--- config.mk ---
export PLATFORM = sky130hd
export DESIGN_NAME = demux_sched
export DESIGN_NICKNAME = d
export VERILOG_FILES = /design/src/rtl/demux_pkg.sv /design/src/rtl/demux_sched_arb2.sv /design/src/rtl/demux_sched.sv
export SDC_FILE = /design/constraint.sdc
export NUM_CORES = 1
export LEC_CHECK = 0
export CORE_ASPECT_RATIO = 1.1
export CORE_MARGIN = 8
export CORE_UTILIZATION = 37
export DETAILED_ROUTE_END_ITERATION = 10
export PLACE_DENSITY_LB_ADDON = 0.1
export SETUP_SLACK_MARGIN = 0.15
export SLEW_MARGIN = 20
export SYNTH_ARGS = -nofsm -noshare
export SYNTH_HDL_FRONTEND = slang
export SYNTH_SLANG_ARGS = --single-unit
--- constraint.sdc ---
create_clock -name clk -period 1.46 [get_ports clk]
set_input_delay 0.292 -clock clk [delete_from_list [all_inputs] [get_ports clk]]
set_output_delay 0.292 -clock clk [all_outputs]
set_load 0.1 [all_outputs]
--- src/rtl/demux_pkg.sv ---
// rtl/demux_pkg.sv - shared constants and helpers for the VC-to-destination scheduler
//
// Purpose: holds the FSM state encodings, the default word geometry and the
//          eligibility helper used by demux_sched.
// Ports:   none (package)
// Config:  RR_ARB_EN is consumed by arb2, not by this package.

package demux_pkg;

  // Default word geometry
  localparam int DATA_SIZE_DEF = 10;
  localparam int DEST_BIT_DEF  = 8;
  localparam int CNT_W_DEF     = 5;

  // FSM state encodings
  localparam logic [1:0] IDLE   = 2'b00;
  localparam logic [1:0] ACTIVE = 2'b01;
  localparam logic [1:0] PAUSE  = 2'b10;
  localparam logic [1:0] UNUSED = 2'b11;

  // A VC may be served only if it has a word and that word's destination
  // FIFO still has room.
  function automatic logic vc_eligible(input logic empty,
                                       input logic dest_bit,
                                       input logic d0_af,
                                       input logic d1_af);
    return !empty && !(dest_bit ? d1_af : d0_af);
  endfunction

endpackage

--- src/rtl/demux_sched_arb2.sv ---
// rtl/demux_sched_arb2.sv - two-request arbiter, fixed priority or round robin
//
// Purpose: picks at most one of two requests and returns a one-hot grant.
// Ports:   clk, reset (only with RR_ARB_EN), req[1:0] requests,
//          gnt[1:0] one-hot grant (combinational).
// Config:  RR_ARB_EN defined   -> ties alternate; the pointer is internal.
//          RR_ARB_EN undefined -> req[0] always wins a tie; no state at all.

module arb2 (
`ifdef RR_ARB_EN
  input  logic       clk,
  input  logic       reset,
`endif
  input  logic [1:0] req,
  output logic [1:0] gnt
);

`ifdef RR_ARB_EN
  // prio1_q=1 means req[1] wins the next tie.
  logic prio1_q;
  logic prio1_d;

  always_comb begin
    gnt     = 2'b00;
    prio1_d = prio1_q;
    if (req == 2'b11) begin
      gnt = prio1_q ? 2'b10 : 2'b01;
    end else begin
      // A lone requester is served regardless of the pointer.
      gnt = req;
    end
    // Any grant hands the next tie to the other side.
    if (gnt[0]) begin
      prio1_d = 1'b1;
    end else if (gnt[1]) begin
      prio1_d = 1'b0;
    end
  end

  always_ff @(posedge clk) begin
    if (reset) begin
      prio1_q <= 1'b0;
    end else begin
      prio1_q <= prio1_d;
    end
  end
`else
  always_comb begin
    gnt = 2'b00;
    if (req[0]) begin
      gnt = 2'b01;
    end else if (req[1]) begin
      gnt = 2'b10;
    end
  end
`endif

endmodule

--- src/rtl/demux_sched.sv ---
// rtl/demux_sched.sv - schedules two VC FIFO heads onto one demux output
//
// Purpose: each cycle grants at most one eligible VC, pops it, and presents
//          the word one cycle later with its destination select. Counts the
//          words delivered per destination and reports FSM/idle status.
// Ports:   clk, reset          clock, synchronous active-high reset
//          vc0_empty/vc1_empty VC FIFO empty flags
//          vc0_data/vc1_data   VC FIFO head words (first-word-fall-through)
//          d0/d1_almost_full   destination FIFO almost-full flags
//          pop_vc0/pop_vc1     combinational pops (never both set)
//          data_demux, valid_demux, dest   registered output word
//          cnt_d0, cnt_d1      wrapping per-destination word counters
//          state, idle         FSM state and drained indication
// Config:  RR_ARB_EN selects round-robin tie-breaking in arb2.

module demux_sched
  import demux_pkg::*;
#(
  parameter int DATA_SIZE = DATA_SIZE_DEF,
  parameter int DEST_BIT  = DEST_BIT_DEF,
  parameter int CNT_W     = CNT_W_DEF
) (
  input  logic                 clk,
  input  logic                 reset,
  input  logic                 vc0_empty,
  input  logic                 vc1_empty,
  input  logic [DATA_SIZE-1:0] vc0_data,
  input  logic [DATA_SIZE-1:0] vc1_data,
  input  logic                 d0_almost_full,
  input  logic                 d1_almost_full,
  output logic                 pop_vc0,
  output logic                 pop_vc1,
  output logic [DATA_SIZE-1:0] data_demux,
  output logic                 valid_demux,
  output logic                 dest,
  output logic [CNT_W-1:0]     cnt_d0,
  output logic [CNT_W-1:0]     cnt_d1,
  output logic [1:0]           state,
  output logic                 idle
);

  logic [1:0]           req;
  logic [1:0]           gnt;
  logic [DATA_SIZE-1:0] sel_word;

  logic [DATA_SIZE-1:0] data_q,  data_d;
  logic                 valid_q, valid_d;
  logic                 dest_q,  dest_d;
  logic [CNT_W-1:0]     cnt0_q,  cnt0_d;
  logic [CNT_W-1:0]     cnt1_q,  cnt1_d;
  logic [1:0]           state_q, state_d;

  assign req[0] = vc_eligible(vc0_empty, vc0_data[DEST_BIT], d0_almost_full, d1_almost_full);
  assign req[1] = vc_eligible(vc1_empty, vc1_data[DEST_BIT], d0_almost_full, d1_almost_full);

  arb2 u_arb2 (
`ifdef RR_ARB_EN
    .clk   (clk),
    .reset (reset),
`endif
    .req   (req),
    .gnt   (gnt)
  );

  // Pops are masked during reset so no word leaves a VC FIFO unrecorded.
  assign pop_vc0 = gnt[0] & ~reset;
  assign pop_vc1 = gnt[1] & ~reset;

  always_comb begin
    sel_word = '0;
    if (gnt[0]) begin
      sel_word = vc0_data;
    end else if (gnt[1]) begin
      sel_word = vc1_data;
    end
  end

  always_comb begin
    // No-grant cycles present an all-zero word.
    valid_d = |gnt;
    data_d  = sel_word;
    dest_d  = sel_word[DEST_BIT];

    // Counters follow what was actually presented, so they trail
    // valid_demux by one cycle.
    cnt0_d = cnt0_q;
    cnt1_d = cnt1_q;
    if (valid_q && !dest_q) begin
      cnt0_d = cnt0_q + 1'b1;
    end
    if (valid_q && dest_q) begin
      cnt1_d = cnt1_q + 1'b1;
    end

    state_d = state_q;
    case (state_q)
      UNUSED: state_d = IDLE;
      default: begin
        if (|gnt) begin
          state_d = ACTIVE;
        end else if (vc0_empty && vc1_empty) begin
          state_d = IDLE;
        end else begin
          // Words are waiting but every head is blocked by its destination.
          state_d = PAUSE;
        end
      end
    endcase
  end

  always_ff @(posedge clk) begin
    if (reset) begin
      data_q  <= '0;
      valid_q <= 1'b0;
      dest_q  <= 1'b0;
      cnt0_q  <= '0;
      cnt1_q  <= '0;
      state_q <= IDLE;
    end else begin
      data_q  <= data_d;
      valid_q <= valid_d;
      dest_q  <= dest_d;
      cnt0_q  <= cnt0_d;
      cnt1_q  <= cnt1_d;
      state_q <= state_d;
    end
  end

  assign data_demux  = data_q;
  assign valid_demux = valid_q;
  assign dest        = dest_q;
  assign cnt_d0      = cnt0_q;
  assign cnt_d1      = cnt1_q;
  assign state       = state_q;
  assign idle        = (state_q == IDLE) && !valid_q;

endmodule

==> results.json <==
{
  "path_depth": 4,
  "syn_area_um2": 924.6,
  "p_sw_w": 0.0005415,
  "pin_count": 53,
  "seq_area_frac_synth_pct": 49.80,
  "rr_startpoint": "valid_demux",
  "hold_buffers": 0,
  "nets": 181,
  "crit_slowest_cell": "or4_4",
  "grt_max_degree": 14,
  "total_power_w": 0.001538,
  "start_util_pct": 37.76,
  "worstRegToRegCells": 4,
  "synthCells": 85,
  "whs_endpoint": "data_demux[8]",
  "cts_tree": "done",
  "syn-num-nets": 113,
  "antenna_found_initial": 0,
  "gp_congestion": 0.7024,
  "row_count": 19,
  "clock_path_buffers": 2,
  "status": "complete, but fails checks",
  "hp-class": "input port to flop",
  "cts.sinks": 23,
  "pre_cts_ws_ns": -0.5462,
  "postLayoutCellArea_um2": 1939,
  "multi_input_area_um2": 467.9,
  "drt-wirelength-per-cell_um": 15.36,
  "drive_gt1_share_pct": 48.03,
  "fmax_mhz": 628.8,
  "critPathArrivalTime_ns": 1.30,
  "critPathKind": "input port to output port",
  "power_frac_clock_pct": 18.6,
  "cts_buffers": 3,
  "die_w_um": 63.67,
  "num_vias": 867,
  "setup_viol": 2,
  "wirelength_um": 2811,
  "dp_hpwl_um": 2328,
  "ant_nets": 0,
  "track_usage_pct": 13.26,
  "slew_viol_final": 0,
  "overflow": 0,
  "seq_area_um2": 493.0,
  "fin_util_pct": 79.20,
  "regToRegSetupSlack_ns": 0.31,
  "grt_pass1_wl_um": 4505,
  "internal-power_w": 0.0009962,
  "setup_slack_ns": -0.1304,
  "hp-start": "d1_almost_full",
  "first_pass_iters": 3,
  "port_buffers": 52,
  "yosysWarningCount": 0,
  "area_delta_synth_final_pct": 109.7,
  "crit_buf_inv": 2,
  "leakagePower_nw": 0.7899,
  "cp-start-kind": "input port",
  "drc": 0,
  "grt_pass1_vias": 1004,
  "peakVddDrop_mv": 0.7251,
  "n_antenna_cell": 0,
  "fillers": 154,
  "skew_ns": 0.003559,
  "finalHoldViolations": 0,
  "switching_share_pct": 35.22,
  "cellPowerDensity_nw_per_um2": 792.9,
  "rsz0062_at_grt": "true",
  "fin_crit_sh_pct": 108.9,
  "cap_violations": 0,
  "netlist-cell-type-count": 26,
  "power_frac_comb_pct": 37.3,
  "vias_per_cell": 4.738,
  "synth_seq_cells": 23,
  "crit_chain": "buf_6 -> or4_4 -> o32ai_4 -> buf_12",
  "worstPathMaxFanout": 2,
  "fp.dieH_um": 68.43,
  "cp.required_ns": 1.17,
  "clk_pin_slew_ns": 0.12,
  "place_area_um2": 1867,
  "drt_iter0_drc": 24,
  "crit_path_max_incr_delay_ns": 0.54,
  "slew-limit-headroom_pct": 75.87,
  "critPathTopFamily": "simple AND/OR/NAND/NOR gates",
  "r2r-end": "cnt_d0[3]",
  "violations": "negative setup slack",
  "p_seq_share_pct": 44.1,
  "avgSynthCellArea_um2": 10.88,
  "design.core.area_um2": 2449,
  "htreeDepth": 1,
  "die-area_um2": 4357,
  "cts_root_buf": "clkbuf_4",
  "worst_pin_slew_ns": 0.3620,
  "clock_latency_ns": 0.30,
  "min_delay_path_depth": 3,
  "critPathCaptureType": "output port",
  "period_minus_slack_ns": 1.590
}
synth_stat cells:
cell / count / area, um^2
o32ai_4: 1 / 27.53
clkbuf_1: 2 / 7.510
xor2_1: 6 / 52.55
nand2_1: 3 / 11.26
o22ai_1: 1 / 6.260
and3_1: 1 / 6.260
a22o_1: 9 / 78.83
nor3_1: 1 / 5.000
a2111oi_4: 1 / 27.53
dfxtp_1: 23 / 460.4
ha_1: 2 / 25.02
buf_4: 1 / 7.510
nand2b_1: 2 / 12.51
or4_4: 1 / 11.26
a21oi_1: 4 / 20.02
nor2_1: 11 / 41.29
xnor2_1: 2 / 17.52
o21bai_2: 1 / 11.26
mux2i_1: 2 / 20.02
nand4_1: 4 / 25.02
inv_1: 1 / 3.750
nor2b_2: 1 / 8.760
and2_1: 1 / 6.260
nor2b_1: 2 / 12.51
buf_6: 1 / 11.26
a211oi_1: 1 / 7.510
layout by cell type (no fill, tap or decap), types with 3 or more instances in the layout:
cell             netlist  layout
buf_12                 0      27
buf_2                  0       3
nor2_1                11      11
dfxtp_2                0       5
dfxtp_4                0       7
a22o_1                 9       9
nand2_1                3       3
dfxtp_1               23      11
a21oi_1                4       4
nand4_1                4       4
clkbuf_4               0       3
buf_6                  1       5
xor2_1                 6       6
clkdlybuf4s50_1        0      18
buf_4                  1      12
tightest hold or removal path, cell delays in order:
cell      delay [ns]
buf_2           0.17
buf_4           0.13
a211oi_1        0.03
cells by family (layout without fill, tap and decap cells):
logic type	Yosys count	in the layout	synth area share [%]
AOI/OAI and AO/OA	18	18	19.35
xor gates and xnor gates	8	8	7.578
adders and majority gates	2	2	2.706
DFF	23	23	49.80
buffers and inverters	5	72	3.248
and+or+nand+nor	27	27	15.16
muxes	2	2	2.165
timing repair:
item | 4_1_cts | 5_1_grt
endpoints found under the setup margin | 14 | 3
resized for setup | 33 | 4
pin swaps | 4 | 3
buffers inserted | 4 | 1
endpoints found under the hold margin | 0 | 0
metrics by stage:
stage	hold slack (ns)	setup TNS, ns	cells
global placement	0.5225	-5.454	174
detailed placement	0.5354	-5.852	174
finish	0.3414	-0.1794	183
global route	0.3314	-0.2416	183
CTS	0.3232	-0.2300	182
floorplan	0.3607	-7.078	85
state kept, by name, summed over array words and instances, names as in the netlist:
signal	cells
state	2
cnt_d1	5
valid_demux	1
cnt_d0	5
data_demux	10
how the worst max path moves through the flow:
stage                     start            end  slack, ns
detailed placement  vc1_data[8]        pop_vc1      -0.55
CTS                       reset        pop_vc1      -0.17
finish                    reset        pop_vc1      -0.13
global placement    vc1_data[8]        pop_vc1      -0.52
floorplan                 reset  data_demux[0]      -0.65
global route              reset        pop_vc1      -0.15
power by group through the flow:
| stage | sequential (W) | clock [W] | combinational (W) |
|---|---|---|---|
| floorplan | 0.000860 | 0 | 0.000134 |
| global placement | 0.000694 | 0 | 0.000553 |
| detailed placement | 0.000695 | 0 | 0.000563 |
| CTS | 0.000679 | 0.000312 | 0.000570 |
| global route | 0.000682 | 0.000332 | 0.000593 |
| finish | 0.000678 | 0.000286 | 0.000574 |
metal layers:
layer / vias to the layer above / GRT usage (%) / share of wire [%]
li1: 440 / - / -
met1: 395 / 12.96 / 37
met2: 30 / 25.35 / 56
met3: 2 / 3.437 / 5.5
met4: 0 / 7.521 / 1.2
met5: - / 0 / 0
cell type report:
type	count	area share [%]
Timing Repair Buffer	67	46.84
Sequential cell	23	25.42
Multi-Input combinational cell	57	24.13
Tap cell	31	2.000
Clock buffer	3	1.161
Clock inverter	1	0.2581
Inverter	1	0.1935
No activity file was read; power rests on OpenSTA's default activity.
